[src/rtl/instr_fetch_unit.sv]
// instr_fetch_unit -- fetch stage of the 4-stage pipeline.
//
// Owns the PC, issues word-aligned requests to instruction memory, buffers the
// in-order responses in a small prefetch FIFO, and presents the head word with
// its PC to decode over a valid/stall handshake. Redirect flushes the stage and
// restarts fetch at RedirectPC. Responses to requests issued before a redirect
// are counted off and dropped.
//
// Ports
//   Clock, Reset              rising-edge clock, async active-high reset
//   ImemReq/ImemAddr/ImemAck  request handshake (accept = ImemReq & ImemAck)
//   ImemRdValid/ImemRdData    in-order response stream
//   Stall                     decode holds the head entry
//   Redirect/RedirectPC       flush and restart fetch (RedirectPC[1:0] ignored)
//   Instruction/InstrValid/InstrPC  head entry (zero when not valid)
//
// Build option
//   FETCH_BYPASS_EN  when defined, a response arriving at an empty FIFO with
//                    nothing to discard is forwarded combinationally to the
//                    outputs, and is consumed directly if decode is not stalled.
module instr_fetch_unit #(
  parameter int                ADDR_W   = 32,
  parameter logic [ADDR_W-1:0] RESET_PC = '0,
  parameter int                DEPTH    = 2
) (
  input  logic              Clock,
  input  logic              Reset,
  output logic              ImemReq,
  output logic [ADDR_W-1:0] ImemAddr,
  input  logic              ImemAck,
  input  logic              ImemRdValid,
  input  logic [31:0]       ImemRdData,
  input  logic              Stall,
  input  logic              Redirect,
  input  logic [ADDR_W-1:0] RedirectPC,
  output logic [31:0]       Instruction,
  output logic              InstrValid,
  output logic [ADDR_W-1:0] InstrPC
);

  localparam int              CNT_W   = $clog2(DEPTH + 1);
  localparam int              PTR_W   = (DEPTH > 1) ? $clog2(DEPTH) : 1;
  localparam logic [PTR_W-1:0] LAST   = PTR_W'(DEPTH - 1);
  localparam logic [CNT_W:0]  DEPTH_C = (CNT_W + 1)'(DEPTH);

  logic [ADDR_W-1:0] pc, resp_pc;
  logic [CNT_W-1:0]  outstanding, discard, count;
  logic [PTR_W-1:0]  wr_ptr, rd_ptr;
  logic [31:0]       fifo_data [DEPTH];
  logic [ADDR_W-1:0] fifo_pc   [DEPTH];

  logic              rsp_ok, rsp_drop, rsp_keep, fifo_empty;
  logic              bypass, pop_fifo, push, accept;
  logic [CNT_W:0]    credit_used;
  logic [ADDR_W-1:0] redirect_aligned;

  function automatic logic [PTR_W-1:0] ptr_inc(input logic [PTR_W-1:0] p);
    return (p == LAST) ? '0 : p + PTR_W'(1);
  endfunction

  // A response with nothing outstanding is a protocol error and is ignored.
  assign rsp_ok     = ImemRdValid & (outstanding != '0);
  assign rsp_drop   = rsp_ok & (discard != '0);
  assign rsp_keep   = rsp_ok & (discard == '0);
  assign fifo_empty = (count == '0);

`ifdef FETCH_BYPASS_EN
  assign bypass = rsp_keep & fifo_empty & !Redirect;
`else
  assign bypass = 1'b0;
`endif

  assign pop_fifo = !fifo_empty & !Stall;
  // A bypassed word that decode takes this cycle never enters the FIFO.
  assign push     = rsp_keep & !Redirect & !(bypass & !Stall);

  // An entry leaving the FIFO at this edge frees its slot, so the request can
  // go out in the same cycle; this is what sustains one word per cycle with
  // DEPTH=2 and a 1-cycle memory. A stalled head keeps its slot.
  assign credit_used = ({1'b0, outstanding} + {1'b0, count}) - (CNT_W + 1)'(pop_fifo);
  assign ImemReq     = !Reset & !Redirect & (credit_used < DEPTH_C);
  assign ImemAddr    = pc;
  assign accept      = ImemReq & ImemAck;

  assign redirect_aligned = {RedirectPC[ADDR_W-1:2], 2'b00};

  always_comb begin
    InstrValid  = 1'b0;
    Instruction = 32'h0;
    InstrPC     = '0;
    if (bypass) begin
      InstrValid  = 1'b1;
      Instruction = ImemRdData;
      InstrPC     = resp_pc;
    end else if (!fifo_empty) begin
      InstrValid  = 1'b1;
      Instruction = fifo_data[rd_ptr];
      InstrPC     = fifo_pc[rd_ptr];
    end
  end

  always_ff @(posedge Clock or posedge Reset) begin
    if (Reset) begin
      pc          <= RESET_PC;
      resp_pc     <= RESET_PC;
      outstanding <= '0;
      discard     <= '0;
      count       <= '0;
      wr_ptr      <= '0;
      rd_ptr      <= '0;
    end else if (Redirect) begin
      pc          <= redirect_aligned;
      resp_pc     <= redirect_aligned;
      count       <= '0;
      wr_ptr      <= '0;
      rd_ptr      <= '0;
      outstanding <= outstanding - CNT_W'(rsp_ok);
      // Every request still in flight is stale. Words already marked for
      // discard are a subset of outstanding, so the new discard count is
      // simply what remains outstanding after this cycle's response.
      discard     <= outstanding - CNT_W'(rsp_ok);
    end else begin
      if (accept)   pc      <= pc + ADDR_W'(4);
      if (rsp_drop) discard <= discard - CNT_W'(1);
      if (rsp_keep) resp_pc <= resp_pc + ADDR_W'(4);
      if (push)     wr_ptr  <= ptr_inc(wr_ptr);
      if (pop_fifo) rd_ptr  <= ptr_inc(rd_ptr);
      outstanding <= outstanding + CNT_W'(accept) - CNT_W'(rsp_ok);
      count       <= count + CNT_W'(push) - CNT_W'(pop_fifo);
    end
  end

  always_ff @(posedge Clock) begin
    if (push) begin
      fifo_data[wr_ptr] <= ImemRdData;
      fifo_pc[wr_ptr]   <= resp_pc;
    end
  end

endmodule
[config.mk]
export PLATFORM = sky130hd
export DESIGN_NAME = instr_fetch_unit
export DESIGN_NICKNAME = d
export VERILOG_FILES = /design/src/rtl/instr_fetch_unit.sv
export SDC_FILE = /design/constraint.sdc
export NUM_CORES = 1
export LEC_CHECK = 0
export ABC_CLOCK_PERIOD_IN_PS = 4850
export CAP_MARGIN = 20
export CORE_ASPECT_RATIO = 1.1
export CORE_MARGIN = 2
export CORE_UTILIZATION = 54
export CTS_BUF_LIST = sky130_fd_sc_hd__clkbuf_2 sky130_fd_sc_hd__clkbuf_4 sky130_fd_sc_hd__clkbuf_8
export CTS_CLUSTER_DIAMETER = 30
export DETAILED_ROUTE_END_ITERATION = 8
export PLACE_DENSITY = 0.83
export SETUP_SLACK_MARGIN = 0.4
export SYNTH_ARGS = -nofsm -noshare
export SYNTH_HDL_FRONTEND = slang
export SYNTH_SLANG_ARGS = --single-unit
export TNS_END_PERCENT = 20
[constraint.sdc]
create_clock -name Clock -period 4.85 [get_ports Clock]
set_clock_uncertainty 0.2 [all_clocks]
set_input_delay 0.97 -clock Clock [delete_from_list [all_inputs] [get_ports Clock]]
set_output_delay 0.97 -clock Clock [all_outputs]
set_load 0.01 [all_outputs]
-- Yosys cells after proc, flatten, opt, wreduce, memory -nomap -nowiden
Memory sizes are Yosys's and may differ from the RTL's.
Index checks and enable logic that the tools add are counted.
- add/sub/neg operators: 12
- magnitude comparators: 1
- multiplexer cells: 19
- bitwise logic cells: 8
- reductions and logical operators: 13
- operators with widths (kind ; number):
    32-bit 2-to-1 mux ; 6
    32-bit by 3-bit adder with 32-bit output, second input constant ; 2
    2-bit nonzero test ; 7
    1-bit 2-to-1 mux ; 9
    1-bit AND ; 8
    2-bit 2-to-1 mux ; 4
    2-bit by 1-bit subtractor with 2-bit output ; 3
    2-bit by 1-bit adder with 2-bit output ; 2
    1-bit logical NOT ; 4
    2-bit logical NOT ; 2
    2-bit by 2-bit adder with 3-bit output ; 1
    3-bit by 2-bit < comparator with 1-bit output, second input constant ; 1
    3-bit by 1-bit subtractor with 3-bit output ; 1
    1-bit adder, second input constant ; 2
    2-bit by 1-bit subtractor with 2-bit output, second input constant ; 1
- register bits after elaboration: 72
- bits in writable memories: 128
- input port bits: 70
- logic and storage cells: 62
- memories kept: 2
- memory list (name ; words ; width ; rd ports ; clocked after Yosys merged registers in ; wr ports ; RTL line ; RTL):
    fifo_data ; 2 ; 32 ; 1 ; 0 ; 1 ; 49 ; logic [31:0] fifo_data [DEPTH];
    fifo_pc ; 2 ; 32 ; 1 ; 0 ; 1 ; 50 ; logic [ADDR_W-1:0] fifo_pc [DEPTH];

-- Longest topological paths before layout
Gate-level depths: netlist of the first run.
- depth after elaboration: 10
- mapped depth: 13
- depth with buffers taken out: 13

-- Worst setup path before layout of the first run
No wires, ideal clock.
- path kind: input -> register
- start point: input port Redirect
- end point: memory fifo_data[0][0], enable pin
- data arrival time: 4.666 ns
- required time: 4.168 ns
- slack: -0.498 ns
- cell stages on the path: 6
- cells stage by stage: clkbuf_1 -> inv_1 -> buf_1 -> clkbuf_1 -> nand2_1 -> nor2_1
- word-level cells in the longest chain between the ends: 4
- RTL lines (item ; RTL line ; RTL):
    start, declared ; 34 ; input logic Redirect,
    1-bit logical NOT ; 75 ; assign push = rsp_keep & !Redirect & !(bypass & !Stall);
    1-bit AND ; 75 ;
    1-bit 2-to-1 mux ; 134 ; if (push) begin
    1-bit 2-to-1 mux (implied by the code) ; 135 ; fifo_data[wr_ptr] <= ImemRdData;
    end, declared ; 49 ;
No other way between the ends.

-- Final worst setup path of the first run
- start point: input port Stall
- end point: output port ImemReq
- word-level cells in the longest chain between the ends: 5
- RTL lines (item ; RTL line ; RTL):
    start, declared ; 33 ; input logic Stall,
    1-bit logical NOT ; - ;
    1-bit AND ; 73 ; assign pop_fifo = !fifo_empty & !Stall;
    3-bit by 1-bit subtractor with 3-bit output ; 80 ; assign credit_used = ({1'b0, outstanding} + {1'b0, count}) - (CNT_W + 1)'(pop_fifo);
    3-bit by 2-bit < comparator with 1-bit output ; 81 ; assign ImemReq = !Reset & !Redirect & (credit_used < DEPTH_C);
    1-bit AND ; 81 ;
    end, declared ; 28 ; output logic ImemReq,
No other way between the ends.

==> impl_metrics.tcl, run 1 <==
set metrics [dict create \
    dr.pass1.iters 5 \
    status "complete, no violations" \
    numPortBuffers 161 \
    initial_core_util 0.552 \
    holdPathStages 0 \
    syn_area_um2 8690 \
    cts_buffer_depth 2 \
    r2r_cells 9 \
    hold_viol_final 0 \
    root_buffer "clkbuf_8" \
    grt_pass1_wl_um 29400 \
    leakage_nw 3.84 \
    cp-start-kind "input port" \
    final_cell_mix "clkdlybuf4s50_1 (160), edfxtp_1 (124), nor2_1 (79)" \
    layout.cells.non_filler 1035 \
    viasPerCell 5.59 \
    slew_violations 0 \
    syn_avg_cell_area_um2 13.2 \
    clk_latency_ps 460 \
    fmax_ghz 0.248 \
    drc 0 \
    timing.final.crit_share 0.832 \
    synth_warnings 0 \
    worst_ep_required_time_ps 3680 \
    hold_buffers 0 \
    synth_cell_type_count 47 \
    critPathArrivalTime_ps 2860 \
    path_clk_slew_ps 110 \
    peakVddDrop_uv 299 \
    cts_setup_buffers 0 \
    grt_pass1_vias 5754 \
    finalSetupViolCount 0 \
    r2r_end "ImemAddr[28]$_DFFE_PP0P_" \
    layout-drive-gt1-share 0.108 \
    rsz0062_at_grt "no" \
    tns_ps 0 \
    antenna_cells 0 \
    hold_path.class "reg2reg" \
    synth_cells 659 \
    synthFlopType "edfxtp_1" \
    coreArea_um2 15700 \
    r2r_setup_slack_ps 1530 \
    drt_iter0_markers 474 \
    wl_um 18200 \
    max_cap_viol_count 0 \
    ant_nets 0 \
    die-height_um 137 \
    fp.dieArea_um2 17100 \
    grt_max_degree 64 \
    place_hpwl_um 12600 \
    grt_overflow 0 \
    synthArstFlopShare 0.354 \
    r2r-start "count[1]$_DFF_PP0_" \
    grt_usage 0.219 \
    power.density_nw_per_um2 430 \
    slew_headroom 0.271 \
    placedCellCount 1003 \
    fin_nets 902 \
    pin_count 168 \
    wl_per_cell_um 17.6 \
    layout_commonest_cell "clkdlybuf4s50_1" \
    die_x_um 125 \
    synth_edf_count 124 \
    row_count 48 \
    cp_max_fo 3 \
    cts_tree "yes" \
    cts_inserted_buffers 17 \
    htree_num_levels 4 \
    tightest_slew_ps 1090 \
    setup.worst_path.end_class "output pin" \
    cts_num_sinks 192 \
    synth_seq_cells 192 \
    yosysSeqAreaShare 0.624 \
    endpoint "ImemReq" \
    gp_congestion 0.952 \
    path_class "in2out" \
    final.fill_count 1115 \
    finalCriticalPeriod_ps 4030 \
    crit_start "Stall" \
    antenna_found_initial 0 \
    synthToLayoutAreaGrowth_pct 25.8 \
    dr_total_vias 5783 \
]
==> worst max-delay path, cell delays in order <==
cell             delay [ps]
clkdlybuf4s50_1         490
nor3_4                  250
o21ai_0                 140
fa_1                    390
xnor2_1                 160
nor4b_2                 260
dlymetal6s2s_1          200
==> synthesized netlist by cell type (2+ instances only) <==
cell / count / area (um2)
a21boi_0: 12 / 90.1
a21boi_1: 3 / 22.5
a21oi_1: 8 / 40.0
a31oi_1: 2 / 12.5
and2_1: 2 / 12.5
and3_1: 9 / 56.3
and4_1: 4 / 35.0
buf_1: 5 / 18.8
buf_2: 2 / 10.0
buf_4: 4 / 30.0
clkbuf_1: 18 / 67.6
dfrtp_1: 68 / 1700
edfxtp_1: 124 / 3720
ha_1: 9 / 113
inv_1: 17 / 63.8
mux2_2: 30 / 338
mux2i_1: 66 / 661
nand2_1: 21 / 78.8
nand2b_1: 9 / 56.3
nand3_1: 26 / 130
nand3b_1: 2 / 15.0
nand4_1: 22 / 138
nor2_1: 81 / 304
nor2b_1: 2 / 12.5
nor3_1: 8 / 40.0
nor4_1: 9 / 56.3
nor4_2: 2 / 25.0
nor4_4: 2 / 42.5
nor4b_1: 2 / 17.5
o211a_1: 2 / 20.0
o21a_1: 2 / 15.0
o21ai_0: 8 / 40.0
or3_1: 2 / 12.5
xnor2_1: 34 / 298
xor2_1: 30 / 263
==> where the power goes <==
group	total [mW]	switching, mW	internal [mW]
clock network	0.987	0.606	0.382
registers	2.17	0.240	1.93
logic	1.55	0.716	0.833
==> through the flow <==
| step | hold slack, ps | total power, mW | cell area, um2 | worst slack (ps) | util |
|---|---|---|---|---|---|
| 2_1_floorplan | 263 | 2.99 | 8710 | 529 | - |
| 4_1_cts | 311 | 4.75 | 10900 | 403 | 0.695 |
| 3_3_place_gp | 276 | 3.71 | 10500 | 269 | 0.670 |
| 6_report | 317 | 4.70 | 10900 | 815 | 0.695 |
| 3_5_place_dp | 280 | 3.75 | 10500 | 247 | 0.670 |
| 5_1_grt | 322 | 4.97 | 10900 | 674 | 0.695 |
==> registers in the layout (all words and copies together), names as in the netlist <==
register and cells:
ImemAddr 30, fifo_data 64, rd_ptr 1, fifo_pc 60, outstanding 2, discard 2, wr_ptr 1, resp_pc 30
count 2
==> how the worst min path moves through the flow <==
stage | startpoint | to | slack (ps)
floorplan | resp_pc[31]$_DFFE_PP0N_ | fifo_pc[0][31]$_DFFE_PP_ | 260
global placement | resp_pc[31]$_DFFE_PP0N_ | fifo_pc[0][31]$_DFFE_PP_ | 280
detailed placement | resp_pc[31]$_DFFE_PP0N_ | fifo_pc[1][31]$_DFFE_PP_ | 280
CTS | resp_pc[31]$_DFFE_PP0N_ | fifo_pc[1][31]$_DFFE_PP_ | 310
global route | resp_pc[31]$_DFFE_PP0N_ | fifo_pc[0][31]$_DFFE_PP_ | 320
finish | resp_pc[31]$_DFFE_PP0N_ | fifo_pc[0][31]$_DFFE_PP_ | 320
==> timing repair <==
item | 4_1_cts | 5_1_grt
pin swaps | 0 | 0
resized for setup | 2 | 2
setup endpoints to repair | 1 | 1
==> per-layer routing <==
layer  global-route usage  part of all wire
met2                0.347              0.47
met4               0.0846             0.024
met1                0.297              0.44
met3               0.0508             0.061
met5                    0                 0
==> cells by family after synthesis <==
family,Yosys count,synth area share
compound gates,39,0.0301
xor+xnor,64,0.0645
fa+ha+maj,10,0.0153
buf+inv,48,0.0237
flops,192,0.624
mux,96,0.115
other cells,1,0.000431
simple gates,209,0.127
==> area by class of cell <==
| cell class | instances | area, um2 | area share |
|---|---|---|---|
| timing repair buffer | 172 | 1710 | 0.156 |
| tap | 200 | 250 | 0.0229 |
| inverter | 17 | 63.8 | 0.00583 |
| sequential | 192 | 5430 | 0.496 |
| clock inverter | 15 | 141 | 0.0129 |
| clock buffer | 17 | 234 | 0.0214 |
| multi-input combinational | 422 | 3110 | 0.285 |
Note: power is estimated with default switching activity, not from simulation.
==> run 2, diff against run 1 <==
ABC_CLOCK_PERIOD_IN_PS = 4200   (was 4850)
clock period = 4.2 ns   (was 4.85 ns; I/O delays follow)
==> run 2 against run 1 <==
  * Critical path depth decreased by 3
  * Worst setup slack got worse by 210 ps
  * Via count increased by 0.88%
  * Clock power increased by 29%
  * Largest cell class unchanged
  * Critical endpoint is now Instruction[13]
  * First-iteration DRC count decreased by 18%
  * Worst hold slack got worse by 9.2 ps
==> impl_metrics.tcl, run 2 (synthesized netlist as in run 1, its figures left out) <==
set metrics [dict create \
    r2r-start "outstanding[1]$_DFF_PP0_" \
    slew_headroom 0.457 \
    antenna_found_initial 0 \
    hp-start "resp_pc[31]$_DFFE_PP0N_" \
    cts_inserted_buffers 17 \
    placedCellCount 1012 \
    hold_path.class "reg2reg" \
    dr.pass1.iters 6 \
    tightest_slew_ps 807 \
    rsz0062_at_grt "no" \
    regMostFlops "fifo_data" \
    setup.worst_path.end_class "output pin" \
    final_cell_mix "clkdlybuf4s50_1 (159), edfxtp_1 (124), nor2_1 (79)" \
    die_x_um 125 \
    grt_util_met1 0.299 \
    antenna_cells 0 \
    pin_count 168 \
    hold_viol_final 0 \
    cts_setup_buffers 0 \
    gp_congestion 0.969 \
    globalRoute.busiestLayer "met2" \
    grt_pass1_wl_um 29700 \
    timing.hold.ws_ps 308 \
    design_area_um2 11100 \
    grt_max_degree 48 \
    numPortBuffers 161 \
    ant_nets 0 \
    placed_area_um2 10700 \
    status "complete, no violations" \
    coreArea_um2 15700 \
    cts_num_sinks 192 \
    dr_total_vias 5834 \
    met2_usage 0.360 \
    drc 0 \
    fp.dieArea_um2 17100 \
    grt_pass1_vias 5853 \
    die-height_um 137 \
    fmax_ghz 0.278 \
    layout-drive-gt1-share 0.118 \
    largest_register_ffs 64 \
    root_buffer "clkbuf_8" \
    row_count 48 \
    cts_tree "yes" \
    slew_violations 0 \
    grt_overflow 0 \
    crit_start "rd_ptr$_DFFE_PP0P_" \
    top_regs "fifo_data x64, fifo_pc x60" \
    finalSetupViolCount 0 \
    clk_latency_ps 470 \
    max_cap_viol_count 0 \
    p_int_mw 3.79 \
    path_clk_slew_ps 100 \
    critPathArrivalTime_ps 2560 \
    initial_core_util 0.552 \
    worst_ep_required_time_ps 3160 \
    met3_usage 0.0469 \
    total_power_mw 5.61 \
    clock_power_share 0.226 \
    switching_power_mw 1.82 \
    power_frac_comb 0.336 \
    path_class "reg2out" \
    htree_num_levels 4 \
    wl_per_cell_um 17.8 \
    cts_buffer_depth 2 \
    power.density_nw_per_um2 506 \
    synthToLayoutAreaGrowth_pct 27.6 \
    wl_um 18600 \
    viasPerCell 5.59 \
    layout.cells.non_filler 1044 \
    place_hpwl_um 13200 \
    drt_iter0_markers 388 \
    cp_max_fo 38 \
    layout_commonest_cell "clkdlybuf4s50_1" \
    leakage_nw 3.91 \
    finalCriticalPeriod_ps 3600 \
    cp-start-kind "flop" \
    grt_usage 0.222 \
    netSwitchingFraction 0.325 \
    sequentialPowerShare 0.439 \
    fin_nets 911 \
    timing.final.crit_share 0.857 \
    peakVddDrop_uv 353 \
]
==> run 2: cell types whose count changed in the layout (fill, tap and decap cells not counted), sizes merged <==
cell and delta:
buf +10, bufinv +2, clkdlybuf4s50 -1, clkinvlp -1
inv -1
==> run 2: cell type report <==
cell class / count / area (um2)
clock buffer: 17 / 234
clock inverter: 15 / 196
fill: 1101 / 4650
inverter: 17 / 63.8
multi-input combinational: 422 / 3110
sequential: 192 / 5430
tap: 200 / 250
timing repair buffer: 181 / 1810
==> run 2: path summary, 6_finish.rpt <==
check                      slack, ps  depth (start not counted)                        to
max                              600                          4           Instruction[13]
min                              310                          0  fifo_pc[1][31]$_DFFE_PP_
max reg2reg                      860                          9  ImemAddr[28]$_DFFE_PP0P_
min reg2reg                      310                          0  fifo_pc[1][31]$_DFFE_PP_
max in group asynchronous       2440                          3        rd_ptr$_DFFE_PP0P_
min in group asynchronous        580                          2  outstanding[0]$_DFF_PP0_
==> run 2: layer usage <==
metal / up-vias / wire length, um
li1: 2731 / -
met1: 2867 / 8180
met3: 28 / 1020
met4: 0 / 342
met2: 208 / 9020
met5: - / 0
==> run 2: power groups by stage <==
stage               logic, mW  registers (mW)  clock network, mW
CTS                      1.91            2.46               1.29
finish                   1.88            2.46               1.27
floorplan                1.06            2.40                  0
detailed placement       1.89            2.50                  0
global placement         1.84            2.48                  0
global route             2.05            2.49               1.36
==> run 2: critical path, cell delays in order (launching register included) <==
cell             delay [ps]
dfrtp_4                 880
buf_4                   400
mux2i_1                 250
nor2_1                   60
clkdlybuf4s50_1         480
==> run 2: through the flow <==
step / utilization / worst slack [ps] / setup TNS [ps]
2_1_floorplan: - / 475 / 0
6_report: 0.705 / 601 / 0
3_5_place_dp: 0.677 / -34.1 / -34.1
4_1_cts: 0.705 / 402 / 0
5_1_grt: 0.705 / 456 / 0
3_3_place_gp: 0.677 / -14.1 / -14.1
==> run 2: timing repair <==
| action | 4_1_cts | 5_1_grt |
|---|---|---|
| gates cloned | 0 | 0 |
| hold buffers | 0 | 0 |
| endpoints found under the setup margin | 1 | 1 |
| pin swaps | 0 | 2 |
| resized for setup | 5 | 3 |
